[src/rtl/twiddle_pkg.sv]
// Shared types and elaboration-time helpers for the twiddle stream generator:
// FSM encoding, sign-magnitude pack/negate, and the quarter-wave cosine builder.
package twiddle_pkg;

    typedef enum logic [1:0] {
        ST_IDLE = 2'd0,
        ST_FILL = 2'd1,
        ST_RUN  = 2'd2
    } state_e;

    localparam int unsigned SM_MAXW = 32;
    localparam real         TWO_PI  = 6.283185307179586;

    // C[m] = round(cos(2*pi*m/N) * 2^(dw-2)); entries past N/4 read as zero.
    function automatic int unsigned quarter_cos(input int unsigned m,
                                                input int unsigned log2n,
                                                input int unsigned dw);
        real x;
        int unsigned q;
        q = 1 << (log2n - 2);
        if (m > q) return 0;
        x = $cos(TWO_PI * real'(m) / real'(1 << log2n)) * real'(1 << (dw - 2));
        return $unsigned($rtoi(x + 0.5));
    endfunction

    // Sign bit is forced low for a zero magnitude so there is no negative zero.
    function automatic logic [SM_MAXW-1:0] sm_pack(input logic              neg,
                                                   input logic [SM_MAXW-1:0] mag,
                                                   input int unsigned        dw);
        logic [SM_MAXW-1:0] v;
        v         = mag;
        v[dw - 1] = neg && (mag != '0);
        return v;
    endfunction

    function automatic logic [SM_MAXW-1:0] sm_negate(input logic [SM_MAXW-1:0] v,
                                                     input int unsigned        dw);
        logic [SM_MAXW-1:0] mag;
        mag = v & ((SM_MAXW'(1) << (dw - 1)) - SM_MAXW'(1));
        return sm_pack(!v[dw - 1], mag, dw);
    endfunction

endpackage

[src/rtl/twiddle_qrom.sv]
// Registered-read quarter-wave cosine magnitude table with two read addresses
// (real and imaginary magnitudes of one lane are fetched in the same cycle).
module twiddle_qrom import twiddle_pkg::*; #(
    parameter int LOG2N = 4,
    parameter int DW    = 8
) (
    input  logic             i_clk,
    input  logic             i_en,
    input  logic [LOG2N-2:0] i_addr_a,
    input  logic [LOG2N-2:0] i_addr_b,
    output logic [DW-2:0]    o_mag_a,
    output logic [DW-2:0]    o_mag_b
);

    localparam int DEPTH = 1 << (LOG2N - 1);

    logic [DW-2:0] w_tab [DEPTH];

    for (genvar m = 0; m < DEPTH; m++) begin : g_tab
        assign w_tab[m] = (DW-1)'(quarter_cos(m, LOG2N, DW));
    end

    always_ff @(posedge i_clk) begin
        if (i_en) begin
            o_mag_a <= w_tab[i_addr_a];
            o_mag_b <= w_tab[i_addr_b];
        end
    end

endmodule

[src/rtl/twiddle_stream_gen.sv]
// Streams the N/2 twiddles of one radix-2 FFT stage, LANES per beat, through a
// two-stage (ROM, output) pipeline stalled by a single global enable.
module twiddle_stream_gen import twiddle_pkg::*; #(
    parameter int LOG2N = 4,
    parameter int DW    = 8,
    parameter int LANES = 2
) (
    input  logic                  clock,
    input  logic                  reset,
    input  logic                  start_i,
    input  logic [3:0]            stage_i,
    input  logic                  inverse_i,
    input  logic                  out_ready_i,
    output logic                  out_valid_o,
    output logic [2*DW*LANES-1:0] out_data_o,
    output logic                  out_last_o,
    output logic                  busy_o,
    output logic                  err_o
);

    localparam int N     = 1 << LOG2N;
    localparam int QTR   = N / 4;
    localparam int BEATS = N / (2 * LANES);
    localparam int AW    = LOG2N - 1;
    localparam int BW    = (BEATS > 1) ? $clog2(BEATS) : 1;
    localparam logic [3:0] STG_LIM = 4'(LOG2N);

    state_e r_state, w_next;
    logic   w_accept, w_reject;

    logic [3:0]       r_stage;
    logic             r_inv;
    logic [BW-1:0]    r_beat;
    logic             r_done;
    logic             r_p1_valid, r_p1_last;
    logic [LANES-1:0] r_p1_reneg;

    logic                  w_en, w_issue, w_beat_last;
    logic [3:0]            w_shamt;
    logic [LANES-1:0]      w_reneg;
    logic [2*DW*LANES-1:0] w_data;

    assign w_en        = !out_valid_o || out_ready_i;
    assign w_issue     = (r_state != ST_IDLE) && !r_done;
    assign w_beat_last = (r_beat == BW'(BEATS - 1));
    assign w_shamt     = 4'(AW) - r_stage;
    assign busy_o      = (r_state != ST_IDLE);

    always_comb begin
        w_next   = r_state;
        w_accept = 1'b0;
        w_reject = 1'b0;
        case (r_state)
            ST_IDLE: begin
                if (start_i) begin
                    if (stage_i < STG_LIM) begin
                        w_accept = 1'b1;
                        w_next   = ST_FILL;
                    end else begin
                        w_reject = 1'b1;
                    end
                end
            end
            ST_FILL: w_next = ST_RUN;
            ST_RUN: begin
                if (out_valid_o && out_ready_i && out_last_o) w_next = ST_IDLE;
            end
            default: w_next = ST_IDLE;
        endcase
    end

    for (genvar l = 0; l < LANES; l++) begin : g_lane
        logic [AW-1:0] w_j, w_e, w_addr_re, w_addr_im;
        logic [AW-2:0] w_lo;
        logic          w_hi;
        logic [DW-2:0] w_mag_re, w_mag_im;
        logic [DW-1:0] w_re, w_im_fwd, w_im;

        // Shifting left and truncating to AW bits keeps j mod 2^s scaled by 2^(AW-s).
        assign w_j  = AW'(int'(r_beat) * LANES + l);
        assign w_e  = w_j << w_shamt;
        assign w_hi = w_e[AW-1];
        assign w_lo = w_e[AW-2:0];

        assign w_addr_re  = w_hi ? (AW'(QTR) - AW'(w_lo)) : w_e;
        assign w_addr_im  = w_hi ? AW'(w_lo) : (AW'(QTR) - w_e);
        assign w_reneg[l] = w_hi;

        twiddle_qrom #(
            .LOG2N(LOG2N),
            .DW   (DW)
        ) u_qrom (
            .i_clk   (clock),
            .i_en    (w_en),
            .i_addr_a(w_addr_re),
            .i_addr_b(w_addr_im),
            .o_mag_a (w_mag_re),
            .o_mag_b (w_mag_im)
        );

        assign w_re     = DW'(sm_pack(r_p1_reneg[l], SM_MAXW'(w_mag_re), DW));
        assign w_im_fwd = DW'(sm_pack(1'b1, SM_MAXW'(w_mag_im), DW));
        assign w_im     = r_inv ? DW'(sm_negate(SM_MAXW'(w_im_fwd), DW)) : w_im_fwd;
        assign w_data[2*DW*(l+1)-1 -: 2*DW] = {w_re, w_im};
    end

    always_ff @(posedge clock) begin
        if (reset) begin
            r_state     <= ST_IDLE;
            r_stage     <= '0;
            r_inv       <= 1'b0;
            r_beat      <= '0;
            r_done      <= 1'b0;
            r_p1_valid  <= 1'b0;
            r_p1_last   <= 1'b0;
            r_p1_reneg  <= '0;
            out_valid_o <= 1'b0;
            out_last_o  <= 1'b0;
            out_data_o  <= '0;
            err_o       <= 1'b0;
        end else begin
            r_state <= w_next;
            err_o   <= w_reject;
            if (w_accept) begin
                r_stage <= stage_i;
                r_inv   <= inverse_i;
                r_beat  <= '0;
                r_done  <= 1'b0;
            end else if (w_en && w_issue) begin
                if (w_beat_last) r_done <= 1'b1;
                else             r_beat <= r_beat + BW'(1);
            end
            if (w_en) begin
                r_p1_valid  <= w_issue;
                r_p1_last   <= w_issue && w_beat_last;
                r_p1_reneg  <= w_reneg;
                out_valid_o <= r_p1_valid;
                out_last_o  <= r_p1_last;
                out_data_o  <= r_p1_valid ? w_data : '0;
            end
        end
    end

endmodule
[config.mk]
export PLATFORM = sky130hd
export DESIGN_NAME = twiddle_stream_gen
export DESIGN_NICKNAME = d
export VERILOG_FILES = /design/src/rtl/twiddle_pkg.sv /design/src/rtl/twiddle_qrom.sv /design/src/rtl/twiddle_stream_gen.sv
export SDC_FILE = /design/constraint.sdc
export NUM_CORES = 1
export LEC_CHECK = 0
export BUFFER_PORTS_ARGS = -buffer_cell sky130_fd_sc_hd__buf_2
export CAP_MARGIN = 30
export CORE_MARGIN = 1
export CORE_UTILIZATION = 58
export CTS_BUF_LIST = sky130_fd_sc_hd__clkbuf_4
export DETAILED_ROUTE_END_ITERATION = 6
export PLACE_DENSITY = 0.8
export SETUP_SLACK_MARGIN = 0.1
export SLEW_MARGIN = 15
export SYNTH_ARGS = -nofsm -noshare
export SYNTH_HDL_FRONTEND = slang
export SYNTH_SLANG_ARGS = --single-unit
[constraint.sdc]
create_clock -name clock -period 2.85 [get_ports clock]
set_clock_uncertainty 0.05 [all_clocks]
set_input_delay 0.1425 -clock clock [delete_from_list [all_inputs] [get_ports clock]]
set_output_delay 0.1425 -clock clock [all_outputs]
set_load 0.1 [all_outputs]
==> impl_metrics.json <==
{
  "outcome": "finished clean",
  "htreeDepth": 3,
  "ir_drop_uv": 316,
  "ys_seq_elements": 57,
  "maxCapViolCount": 0,
  "slew_headroom": 0.526,
  "grt_pass1_vias": 1826,
  "worst_slack_ns": 0.379,
  "synth_area_um2": 2650,
  "grt_max_degree": 47,
  "r2r_slack_ns": 0.38,
  "avgSynthCellArea_um2": 10.1,
  "arrival_ns": 2.57,
  "path_class": "reg2reg",
  "cp_max_fo": 14,
  "wl_um": 4880,
  "synth_top_area_frac": 0.294,
  "drc": 0,
  "rsz0062_at_grt": "no",
  "hold_violations": 0,
  "synthFlopType": "dfxtp_1",
  "cp.required_ns": 2.95,
  "num_vias": 2004,
  "p_leak_uw": 0.00113,
  "netlist_top_cells_area": "dfxtp_1 (29%), edfxtp_1 (20%), a21oi_1 (5.5%), nand2_1 (4.4%), nand3_2 (4.2%)",
  "overflow": 0,
  "die_h_um": 69.6,
  "placementRows": 24,
  "core_um2": 4380,
  "firstDrtPassIters": 4,
  "drt-initial-drc-count": 168,
  "nets": 312,
  "io_buffers": 40,
  "die_area_um2": 4850,
  "critPathLaunchType": "flop",
  "clockBufferDepth": 2,
  "tns_ns": 0,
  "fin_crit_ns": 2.47,
  "yosysUniqueCellTypes": 57,
  "gr-usage-all-layers": 0.221,
  "gp_congestion": 0.873,
  "antenna_found_initial": 0,
  "start_util": 0.605,
  "drive_above_1_share": 0.299,
  "final_common_cell": "buf_2",
  "io_pins": 45,
  "synth_top_area_cell": "dfxtp_1",
  "ys_warn_count": 0,
  "drv_slew": 0,
  "path_clk_slew_ns": 0.09,
  "pre_cts_ws_ns": 0.405,
  "clock_sinks": 57,
  "cts_root_buf": "clkbuf_4",
  "hold_ws_ns": 0.0345,
  "ys_seq_area_frac": 0.498,
  "tightest_slew_ns": 0.711,
  "fmax_mhz": 405,
  "cts_tree": "yes",
  "synth-edff-count": 18,
  "vias_per_cell": 5.63,
  "ant_nets": 0,
  "cellPowerDensity_nw_per_um2": 505,
  "wl_per_cell_um": 13.7,
  "die_w_um": 69.6,
  "post_cts_resized": 0,
  "syn_inst": 262,
  "cts_buffers": 9,
  "post-cts-setup-buffer-count": 0,
  "diodes": 0,
  "setup_viol": 0,
  "post-dp-hpwl_um": 3280,
  "async_flop_share": 0,
  "grt_first_pass_wirelength_um": 8320,
  "clk_latency_ns": 0.41,
  "area_growth_pct": 10.0,
  "layout_common_cells": "buf_2 (40), dfxtp_1 (39), nand2_1 (31)",
  "cp-end-kind": "flop",
  "fin_crit_sh": 0.867,
  "hp-class": "in2reg",
  "power.total_uw": 1470
}
## routing by layer
metal  up-vias  wire length, um  GRT usage
met4         0              187      0.147
li1       1002                -          -
met2        61             2140      0.324
met1       924             2340      0.297
met5         -                0          0
met3        17              213     0.0465
## sequential cells by signal, summed over array words and instances, names as in the netlist
signal / count
out_last_o: 1
r_p1_valid: 1
r_state: 2
r_p1_reneg: 2
r_beat: 2
r_p1_last: 1
r_inv: 1
out_data_o: 22
g_lane.u_qrom.o_mag_b: 9
err_o: 1
g_lane.u_qrom.o_mag_a: 9
out_valid_o: 1
r_done: 1
r_stage: 4
## power breakdown
part / leakage (uW) / internal (uW) / switching (uW)
combinational: 0.000541 / 35.0 / 100
sequential: 0.000527 / 847 / 11.1
clock: 0.0000655 / 189 / 291
total: 0.00113 / 1070 / 402
## per-stage QoR
step,area [um^2],cells,util
floorplan,2660,265,-
global placement,2760,335,0.630
detailed placement,2760,335,0.630
CTS,2920,356,0.665
global route,2920,356,0.665
finish,2920,356,0.665
## synthesized netlist by cell type, types with 2 or more instances
master    count
nor3_1        3
and2_1        3
a211o_1       2
nand2b_1      4
a21oi_2      10
o41ai_1       2
buf_4        14
nand2_1      31
edfxtp_1     18
nand4b_1      2
a31oi_1       3
buf_6         2
clkbuf_1      3
a22o_1        3
nor2_4        2
nand3_1      11
a21oi_1      29
o21ai_0       4
a211oi_1      2
nor2_1       13
o21a_1        2
nand3b_1      3
dfxtp_1      39
ha_1          4
buf_2         5
nand3_2      11
nor2b_1       3
inv_1         5
## what timing repair did
action | 4_1_cts | 5_1_grt
hold buffers | 5 | 0
hold endpoints to repair | 4 | 0
setup endpoints to repair | 0 | 0
## cell type report
cell class              instances  area (um^2)
fillers                       375         1470
flip-flops and latches         57         1320
multi-input cells             174         1110
repair buffers                 50          288
clock buffers                  11         82.6
well taps                      52         65.1
inverters                       7         27.5
clock inverters                 5         22.5
## kinds of logic (layout without fill, tap and decap cells)
family                     Yosys count  count (layout)  share of synthesized area
DFF                                 57              57                      0.498
AOI/OAI and AO/OA                   70              70                      0.179
and+or+nand+nor                     96              96                      0.215
buffers and inverters               34              73                     0.0873
adders and majority gates            4               4                     0.0189
other                                1               4                    0.00141
## path summary, 6_finish.rpt
| path | endpoint | startpoint | depth (start not counted) |
|---|---|---|---|
| worst max-delay path | g_lane[1].u_qrom.o_mag_b[0]$_SDFFCE_PP0N_ | r_stage[0]$_SDFFE_PP0P_ | 8 |
| worst min-delay path | err_o$_SDFF_PP0_ | stage_i[3] | 3 |
| worst max register to register | g_lane[1].u_qrom.o_mag_b[0]$_SDFFCE_PP0N_ | r_stage[0]$_SDFFE_PP0P_ | 8 |
| worst min register to register | out_data_o[7]$_SDFFE_PP0N_ | out_data_o[7]$_SDFFE_PP0N_ | 2 |
## critical path, stage by stage (launching register included)
cell	delay (ns)
dfxtp_1	0.62
inv_1	0.16
o21ai_0	0.20
ha_1	0.33
nor2b_1	0.17
a31oi_1	0.15
o221a_1	0.20
ha_1	0.22
a21boi_0	0.11
No activity file was read; power rests on OpenSTA's default activity.
